===== src/rtl/bc_en_rc_pipe.sv =====
// bc_en_rc_pipe: DEPTH-stage retiming pipeline with valid/ready handshake.
// Empty stages (bubbles) are filled as soon as anything can move into them,
// so the pipeline holds up to DEPTH entries under backpressure and passes
// one entry per cycle when downstream is always ready. iFlush drops every
// entry synchronously; rst clears everything asynchronously.
// Input data is zero-extended or truncated to WIDTH_OUT at stage 0.
// Optional build macro: BC_EN_RC_PIPE_CNT_EN adds the oCnt occupancy output.

module bc_en_rc_pipe #(
   parameter int                   WIDTH_IN  = 32,
   parameter int                   WIDTH_OUT = 32,
   parameter int                   DEPTH     = 3,
   parameter logic [WIDTH_OUT-1:0] INI_DATA  = '0
) (
   input  logic                 clk,
   input  logic                 rst,
   input  logic                 iFlush,
   input  logic                 iVld,
   output logic                 oRdy,
   input  logic [WIDTH_IN-1:0]  iDat,
   output logic                 oVld,
   input  logic                 iRdy,
   output logic [WIDTH_OUT-1:0] oDat,
   output logic                 oEmpty
`ifdef BC_EN_RC_PIPE_CNT_EN
   ,
   output logic [$clog2(DEPTH+1)-1:0] oCnt
`endif
);

   logic [DEPTH-1:0]     stageVld_r;
   logic [WIDTH_OUT-1:0] stageDat_r [DEPTH];
   logic [DEPTH-1:0]     stageEn_s;
   logic [WIDTH_OUT-1:0] adaptDat_s;

   // Stage 0 width adaptation: keep the LSBs when narrowing, zero-extend when widening.
   generate
      if (WIDTH_IN >= WIDTH_OUT) begin : gNarrow
         assign adaptDat_s = iDat[WIDTH_OUT-1:0];
         if (WIDTH_IN > WIDTH_OUT) begin : gDropHi
            logic unusedHi_s;
            assign unusedHi_s = ^iDat[WIDTH_IN-1:WIDTH_OUT];
         end
      end else begin : gWiden
         assign adaptDat_s = {{(WIDTH_OUT-WIDTH_IN){1'b0}}, iDat};
      end
   endgenerate

   // Stage k may load when downstream is ready or any stage at or beyond k is
   // empty; this is the unrolled form of en[k] = !vld[k] | en[k+1].
   always_comb begin
      stageEn_s = '0;
      for (int k = 0; k < DEPTH; k++) begin
         logic hole;
         hole = 1'b0;
         for (int j = k; j < DEPTH; j++) begin
            hole = hole | ~stageVld_r[j];
         end
         stageEn_s[k] = iRdy | hole;
      end
   end

   assign oRdy   = stageEn_s[0] & ~iFlush;
   assign oVld   = stageVld_r[DEPTH-1];
   assign oDat   = stageDat_r[DEPTH-1];
   assign oEmpty = ~|stageVld_r;

   // Pipeline state: flush invalidates every stage, otherwise each enabled
   // stage takes its predecessor; data only loads behind a valid flag.
   always_ff @(posedge clk or negedge rst) begin
      if (!rst) begin
         stageVld_r <= '0;
         for (int k = 0; k < DEPTH; k++) begin
            stageDat_r[k] <= INI_DATA;
         end
      end else if (iFlush) begin
         stageVld_r <= '0;
      end else begin
         if (stageEn_s[0]) begin
            stageVld_r[0] <= iVld;
            if (iVld) begin
               stageDat_r[0] <= adaptDat_s;
            end
         end
         for (int k = 1; k < DEPTH; k++) begin
            if (stageEn_s[k]) begin
               stageVld_r[k] <= stageVld_r[k-1];
               if (stageVld_r[k-1]) begin
                  stageDat_r[k] <= stageDat_r[k-1];
               end
            end
         end
      end
   end

`ifdef BC_EN_RC_PIPE_CNT_EN
   localparam int CW = $clog2(DEPTH+1);

   logic [CW-1:0] cnt_r;
   logic          upXfer_s;
   logic          dnXfer_s;

   assign upXfer_s = iVld & oRdy;
   assign dnXfer_s = oVld & iRdy;
   assign oCnt     = cnt_r;

   // Occupancy count: tracks accepted minus delivered entries, cleared on flush.
   always_ff @(posedge clk or negedge rst) begin
      if (!rst) begin
         cnt_r <= '0;
      end else if (iFlush) begin
         cnt_r <= '0;
      end else if (upXfer_s && !dnXfer_s) begin
         cnt_r <= cnt_r + CW'(1);
      end else if (!upXfer_s && dnXfer_s) begin
         cnt_r <= cnt_r - CW'(1);
      end else begin
         cnt_r <= cnt_r;
      end
   end
`endif

endmodule


===== config.mk =====
export PLATFORM = sky130hd
export DESIGN_NAME = bc_en_rc_pipe
export DESIGN_NICKNAME = d
export VERILOG_FILES = /design/src/rtl/bc_en_rc_pipe.sv
export SDC_FILE = /design/constraint.sdc
export NUM_CORES = 1
export LEC_CHECK = 0
export ABC_CLOCK_PERIOD_IN_PS = 2500
export BUFFER_PORTS_ARGS = -buffer_cell sky130_fd_sc_hd__clkbuf_2
export CAP_MARGIN = 20
export CORE_UTILIZATION = 29
export CTS_BUF_LIST = sky130_fd_sc_hd__clkbuf_4 sky130_fd_sc_hd__clkbuf_8
export DETAILED_ROUTE_END_ITERATION = 6
export MAX_ROUTING_LAYER = met4
export PLACE_DENSITY = 0.58
export SLEW_MARGIN = 20
export SYNTH_ARGS = -nofsm -noshare
export SYNTH_HDL_FRONTEND = slang
export SYNTH_SLANG_ARGS = --single-unit

===== constraint.sdc =====
create_clock -name clk -period 2.5 [get_ports clk]
set_input_delay 0.25 -clock clk [delete_from_list [all_inputs] [get_ports clk]]
set_output_delay 0.25 -clock clk [all_outputs]
set_load 0.02 [all_outputs]

After elaboration in Yosys (flattened, before gate mapping):

Index checks and enable logic that the tools add are counted.

* flip-flop bits (word level): 99
* latch bits: 0
* memory bits (writable): 0
* bits in read-only memories: 0
* input bits: 37
* output and inout port bits: 35
* logic and storage cells: 29
* memories kept: 0

* $add $sub $neg: 0
* $mul: 0
* divide/modulo/power cells: 0
* $lt $le $gt $ge: 0
* equality and inequality tests: 0
* shifts and indexed selects: 0
* muxes and demuxes: 4
* bitwise logic cells: 11
* reductions and logical operators: 8

Operators with widths (number)
* $reduce_and A3 Y1: 3
* $or A1 B1 Y1: 6
* $reduce_bool A2 Y1: 3
* $not A1 Y1: 4
* $mux W1: 3
* $mux W3: 1
* $reduce_or A3 Y1: 1
* $and A1 B1 Y1: 1
* $logic_not A1 Y1: 1

Depth between registers and ports, before layout:

Gate-level depths: netlist of the first run.

* depth after elaboration: 6
* mapped depth: 5
* depth with buffers taken out: 3

Worst setup path before layout of the first run:

Ideal clock, no wire load.

* path kind: flip-flop to flip-flop
* start point: register stageVld_r[2]
* end point: register stageDat_r (netlist bit oDat[10])
* setup time: 125 ps
* arrival: 1541 ps
* required time: 2375 ps
* setup slack: 834 ps
* stages on the path, launching flop included: 6
* buffers on the path: 2
* period minus slack after synthesis: 1666 ps
* path through: dfrtp_1 -> nor2b_4 -> or3b_1 -> buf_6 -> buf_12 -> mux2_4

* longest elaborated chain between the ends: 3

Ends and longest elaborated chain
* from (decl): line 31 `logic [DEPTH-1:0] stageVld_r;`
* from (signal, indexed assignment): line 87 `stageVld_r[k] <= stageVld_r[k-1];`
* $not A1 Y1: line 57 `hole = hole | ~stageVld_r[j];`
* $or A1 B1 Y1: line 59 `stageEn_s[k] = iRdy | hole;`
* $reduce_and A3 Y1 (no line)
* to (signal, indexed assignment): line 89 `stageDat_r[k] <= stageDat_r[k-1];`
* to (decl): line 32 `logic [WIDTH_OUT-1:0] stageDat_r [DEPTH];`

Every way passes these cells.
A chain may end at the register's enable or synchronous reset.

Worst setup path in the final report of the first run:

* start point: register stageVld_r[2]
* end point: register stageDat_r (netlist bit oDat[25])

Same word-level chain as after synthesis.

==> flow_metrics.py, run 1 <==
metrics = {
    "placed_design": {
        "gp_congestion": 0.655,
        "portBuffers": 71,
        "pre_cts_ws_ps": 541,
        "dp_hpwl_um": 4710,
        "dp_cells": 466,
    },
    "hold_path": {
        "hold_end": "stageDat_r[76]",
        "hold_depth": 2,
        "hold_path.class": "input pin to register",
        "hp-start": "iDat[12]",
    },
    "sta": {
        "fin_crit_sh_pct": 78.8,
        "fin_ws_ps": 531,
        "slew_headroom_pct": 57.0,
        "fmax_mhz": 508,
        "fin_setup_tns_ps": 0,
        "rsz0062_at_grt": "false",
        "tightest_slew_ps": 645,
        "setup_viol": 0,
        "slew_viol_final": 0,
        "final-hold-violation-count": 0,
        "fin_worst_skew_ps": 7.97,
        "period_minus_slack_ps": 1970,
        "hold_slack_ps": 110,
    },
    "logic_synthesis": {
        "synthArstFlopShare_pct": 100,
        "synth_fa_ha_area_share_pct": 0,
        "synth_compound_area_share_pct": 0.488,
        "synth_common_cells": "99 x dfrtp_1, 66 x mux2_2, 32 x buf_4",
        "synth_top_family_by_area": "multiplexers",
        "synth.most_common_cell": "dfrtp_1",
        "ys_warn_count": 0,
        "yosys-mux-area-fraction_pct": 29.1,
        "ys_seq_area_share_pct": 60.4,
        "synth.cell_area_um2": 4100,
        "synth.largest_area_cell": "dfrtp_1",
        "synth_area_per_cell_um2": 16.3,
        "synthSimpleGateAreaFrac_pct": 1.49,
        "synth_ff_type": "dfrtp_1",
        "ys_types": 17,
        "synth_nets": 288,
        "ys_ff_latch": 99,
        "synth_cells": 251,
        "synth_edf_count": 0,
        "synth_area_leaders": "dfrtp_1 60%, mux2_2 18%, mux2_4 11%",
        "yosys.area_share.xor_xnor_pct": 0,
        "synth_top_area_share_pct": 60.4,
    },
    "setup_path": {
        "r2r_setup_slack_ps": 530,
        "cpPeakStageDelay_ps": 680,
        "critPathLaunchType": "register",
        "required_ps": 2740,
        "r2r_end": "oDat[25]",
        "crit_arrival_ps": 2210,
        "crit_path_end_kind": "register",
        "cp_slowest_cell": "or3b_2",
        "ff2ff_path_depth": 4,
        "crit_family": "simple AND/OR/NAND/NOR gates",
        "crit_fanout": 21,
        "critical_path_class": "register to register",
        "critPathBufInv": 1,
        "reg2reg_from": "stageVld_r[2]",
        "crit_chain": "nor2b_4 -> or3b_2 -> buf_12 -> mux2_4",
    },
    "clock_network": {
        "cts-root-buf": "clkbuf_8",
        "clk_latency_ps": 360,
        "htreeDepth": 3,
        "post_cts_resized": 0,
        "cts_made_buffers": 9,
        "cts_tree": "built",
        "clkTransAtPathRegs_ps": 90,
        "cts_sinks": 99,
        "cts_max_path_buffers": 2,
        "ctsHoldBuffers": 1,
        "post_cts_buffers": 0,
    },
    "layout": {
        "fill_cells": 1351,
        "area_delta_synth_final_pct": 12.4,
        "fin_nets": 335,
        "final_cells": 480,
        "antennaDiodeCount": 0,
        "final_layout_size_suffix_gt1_share_pct": 63.0,
    },
    "detailed_routing": {
        "drt_iter0_drc": 55,
        "avgViaCountPerCell": 4.16,
        "drcViolationCount": 0,
        "num_vias": 1999,
        "drt_wl_total_um": 6860,
        "drt.antenna.violating_nets": 0,
        "wl_per_cell_um": 14.3,
        "drtPass1Iterations": 5,
    },
    "floorplan": {
        "die_w_um": 121,
        "rows": 43,
        "ioPinCount": 72,
        "die_y_um": 121,
        "initial_core_util_pct": 29.7,
        "die_area_um2": 14600,
        "core-area_um2": 13800,
    },
    "global_routing": {
        "first_global_vias": 2065,
        "grt_max_degree": 52,
        "grt_usage_pct": 10.5,
        "grt-ovfl-total": 0,
        "antenna_found_initial": 0,
        "grt_pass1_wl_um": 10900,
    },
    "run_status": {
        "status": "complete, no violations",
    },
    "pwr": {
        "powerDensity_nw_per_um2": 960,
        "peakVddDrop_mv": 0.360,
        "power_leakage_nw": 2.22,
    },
    "run": {
        "drv_cap": 0,
    },
}
[layout by cell type (no fill, tap or decap)]
master and n:
dfrtp_1 99, clkbuf_2 70, mux2_2 66, mux2_4 30, clkbuf_8 9, buf_4 4
nor2_1 3, buf_12 3, inv_1 2, a21oi_1 2, nand4b_1 1, nor2b_1 1
nor3_1 1, nand3b_1 1, nor2b_4 1, a211o_2 1, or3b_2 1, bufinv_16 1
clkinvlp_4 1, clkinv_2 1, clkbuf_4 1, dlygate4sd3_1 1
[worst max-delay path by stage]
| stage | startpoint | to | slack (ps) | depth (start not counted) |
|---|---|---|---|---|
| CTS | stageVld_r[2] | oDat[25] | 530 | 4 |
| global route | stageVld_r[2] | oDat[29] | 480 | 4 |
| global placement | stageVld_r[2] | oDat[22] | 580 | 4 |
| floorplan | stageVld_r[2] | oDat[10] | 830 | 5 |
| finish | stageVld_r[2] | oDat[25] | 530 | 4 |
| detailed placement | stageVld_r[2] | oDat[21] | 540 | 4 |
[area by class of cell]
class                      instances  area (µm²)  area share, %
multi-input combinational        108        1270           27.7
inverter                           2        7.51          0.163
timing repair buffer              78         450           9.77
tap                              180         225           4.89
sequential                        99        2480           53.7
clock inverter                     3        42.5          0.923
clock buffer                      10         131           2.85
[layer usage]
metal | track usage [%] | share of wire (%) | vias up
li1 | - | - | 922
met1 | 12.9 | 46 | 1022
met2 | 15.5 | 46 | 46
met3 | 4.32 | 5.7 | 9
met4 | 3.47 | 1.6 | 0
met5 | - | 0 | -
[cells by family (layout without fill, tap and decap cells)]
family / after synthesis / in the layout
flip-flops: 99 / 99
multiplexers: 96 / 96
AO/OA/AOI/OAI: 3 / 3
AND/OR/NAND/NOR: 9 / 9
buffers and inverters: 44 / 93
[through the flow]
| step | utilization, % | power [mW] | instance area, µm² |
|---|---|---|---|
| 3_5_place_dp | 32.0 | 3.52 | 4430 |
| 3_3_place_gp | 32.0 | 3.48 | 4430 |
| 2_1_floorplan | - | 3.40 | 4100 |
| 5_1_grt | 33.3 | 4.69 | 4610 |
| 6_report | 33.3 | 4.42 | 4610 |
| 4_1_cts | 33.3 | 4.51 | 4610 |
[sequential cells by signal, summed over array words and instances (netlist names)]
signal / flops
oDat: 32
stageDat_r: 64
stageVld_r: 3
[power by group]
| part | internal [mW] | switching (mW) | total, mW | leakage (nW) |
|---|---|---|---|---|
| Sequential | 2.04 | 0.252 | 2.30 | 1.19 |
| Combinational | 0.627 | 0.536 | 1.16 | 0.946 |
| Clock | 0.456 | 0.510 | 0.966 | 0.0875 |
(Power assumes the default switching activity.)
==> run 2, diff against run 1 <==
--- a/config.mk
+++ b/config.mk
@@ -5,14 +5,14 @@
 export SDC_FILE = /design/constraint.sdc
 export NUM_CORES = 1
 export LEC_CHECK = 0
-export ABC_CLOCK_PERIOD_IN_PS = 2500
+export ABC_CLOCK_PERIOD_IN_PS = 1700
 export BUFFER_PORTS_ARGS = -buffer_cell sky130_fd_sc_hd__clkbuf_2
 export CAP_MARGIN = 20
 export CORE_UTILIZATION = 29
 export CTS_BUF_LIST = sky130_fd_sc_hd__clkbuf_4 sky130_fd_sc_hd__clkbuf_8
 export DETAILED_ROUTE_END_ITERATION = 6
 export MAX_ROUTING_LAYER = met4
-export PLACE_DENSITY = 0.58
+export PLACE_DENSITY = 0.6
 export SLEW_MARGIN = 20
 export SYNTH_ARGS = -nofsm -noshare
 export SYNTH_HDL_FRONTEND = slang
==> constraint.sdc (replaced) <==
create_clock -name clk -period 1.7 [get_ports clk]
set_input_delay 0.17 -clock clk [delete_from_list [all_inputs] [get_ports clk]]
set_output_delay 0.17 -clock clk [all_outputs]
set_load 0.02 [all_outputs]
==> run 2 against run 1 <==
Net effect: global-route usage up 0.38 points; critical path depth is the same; core utilization grew 1.0 points; wire length fell by 0.15%; clock power rose by 73%; combinational power up 49%; count of clock-buffer cells in the layout is the same; clock skew rose by 1.3 ps; via count rose by 2.5%; final cell count rose by 2.3%; worst setup slack got worse by 380 ps; total power increased by 53%; critical path type unchanged; highest routed layer unchanged.
==> flow_metrics.py, run 2 (synthesis gave the netlist of run 1 again) <==
metrics = {
    "run_status": {
        "status": "complete, no violations",
    },
    "global_routing": {
        "grt-ovfl-total": 0,
        "grt_pass1_wl_um": 11300,
        "antenna_found_initial": 0,
        "first_global_vias": 2171,
        "grt_usage_pct": 10.8,
        "grt_max_degree": 50,
    },
    "clock_network": {
        "cts_tree": "built",
        "cts-root-buf": "clkbuf_8",
        "post_cts_buffers": 0,
        "htreeDepth": 3,
        "cts_sinks": 99,
        "cts_max_path_buffers": 2,
        "cts_made_buffers": 9,
        "clk_latency_ps": 370,
        "clkTransAtPathRegs_ps": 90,
    },
    "placed_design": {
        "pre_cts_ws_ps": 58.0,
        "portBuffers": 71,
        "dp_hpwl_um": 4670,
        "gp_congestion": 0.625,
    },
    "detailed_routing": {
        "avgViaCountPerCell": 4.17,
        "num_vias": 2049,
        "drt_iter0_drc": 69,
        "drtPass1Iterations": 3,
        "drt_wl_total_um": 6850,
        "drcViolationCount": 0,
        "wl_per_cell_um": 14.0,
        "drt.antenna.violating_nets": 0,
    },
    "setup_path": {
        "crit_arrival_ps": 1800,
        "crit_fanout": 18,
        "crit_path_end_kind": "register",
        "ff2ff_path_depth": 4,
        "required_ps": 1950,
        "r2r_setup_slack_ps": 150,
        "critical_path_class": "register to register",
        "critPathLaunchType": "register",
    },
    "layout": {
        "largest_register_ffs": 64,
        "fill_cells": 1351,
        "antennaDiodeCount": 0,
        "final_common_cell": "dfrtp_1",
        "seqCellArea_um2": 2480,
        "regMostFlops": "stageDat_r",
        "area_delta_synth_final_pct": 15.8,
        "layout_common_cells": "99 x dfrtp_1, 70 x clkbuf_2, 66 x mux2_2",
        "final_layout_size_suffix_gt1_share_pct": 62.7,
        "multiInputGateArea_um2": 1280,
        "fin_nets": 343,
    },
    "sta": {
        "final-hold-violation-count": 0,
        "rsz0062_at_grt": "false",
        "setup_viol": 0,
        "slew_headroom_pct": 72.0,
        "period_minus_slack_ps": 1550,
        "fin_worst_skew_ps": 9.28,
        "fmax_mhz": 647,
        "slew_viol_final": 0,
        "fin_setup_tns_ps": 0,
        "tightest_slew_ps": 420,
        "fin_ws_ps": 153,
        "fin_crit_sh_pct": 91.0,
    },
    "floorplan": {
        "ioPinCount": 72,
        "die_w_um": 121,
        "initial_core_util_pct": 29.7,
        "rows": 43,
        "die_area_um2": 14600,
        "die_y_um": 121,
        "core-area_um2": 13800,
    },
    "pwr": {
        "power_leakage_nw": 2.29,
        "powerDensity_nw_per_um2": 1430,
        "peakVddDrop_mv": 0.493,
    },
    "hold_path": {
        "hold_depth": 2,
        "hold_path.class": "input pin to register",
    },
    "run": {
        "drv_cap": 0,
    },
}
run 2: final cells by class:
| type | instances | area share (%) |
|---|---|---|
| flip-flops and latches | 99 | 52.2 |
| repair buffers | 86 | 11.3 |
| inverters | 2 | 0.158 |
| well taps | 180 | 4.74 |
| clock inverters | 6 | 1.84 |
| clock buffers | 10 | 2.90 |
| multi-input cells | 108 | 26.9 |
run 2: worst max-delay path: stages (launching register included):
cell     delay [ps]
dfrtp_1         400
nor2b_4         140
or3b_4          410
buf_12          190
mux2_4          300
run 2: what timing repair did:
action,CTS,global route
setup endpoints to repair,0,16
hold endpoints to repair,33,1
hold buffers,5,1
gates resized for setup,0,1
run 2: worst paths after layout:
kind	end	from
max	oDat[24]	stageVld_r[2]
min	stageDat_r[76]	iDat[12]
max reg2reg	oDat[24]	stageVld_r[2]
min reg2reg	stageDat_r[58]	stageDat_r[90]
max in group asynchronous	stageDat_r[84]	rst
min in group asynchronous	oDat[1]	rst
run 2: power by group:
part / internal, mW / total (mW) / switching [mW]
Sequential: 3.00 / 3.36 / 0.358
Combinational: 0.936 / 1.73 / 0.796
Clock: 0.872 / 1.67 / 0.803
run 2: routing by layer:
metal  routed length [µm]  vias up  GRT usage (%)  share of wire, %
li1                     -      946              -                 -
met1                 3130     1045           12.9                46
met2                 3210       48           16.3                47
met3                  392       10           4.18               5.7
met4                  116        0           4.86               1.7
met5                    0        -              -                 0
run 2: stage by stage:
| stage | hold WS [ps] | total power, mW | area, µm² | util, % | std cells |
|---|---|---|---|---|---|
| CTS | 1.60 | 6.89 | 4740 | 34.3 | 490 |
| finish | 30.8 | 6.77 | 4750 | 34.3 | 491 |
| global placement | 131 | 5.11 | 4460 | 32.3 | 469 |
| detailed placement | 134 | 5.18 | 4460 | 32.3 | 469 |
| floorplan | -126 | 5.00 | 4100 | - | 251 |
| global route | 1.65 | 7.16 | 4750 | 34.3 | 491 |
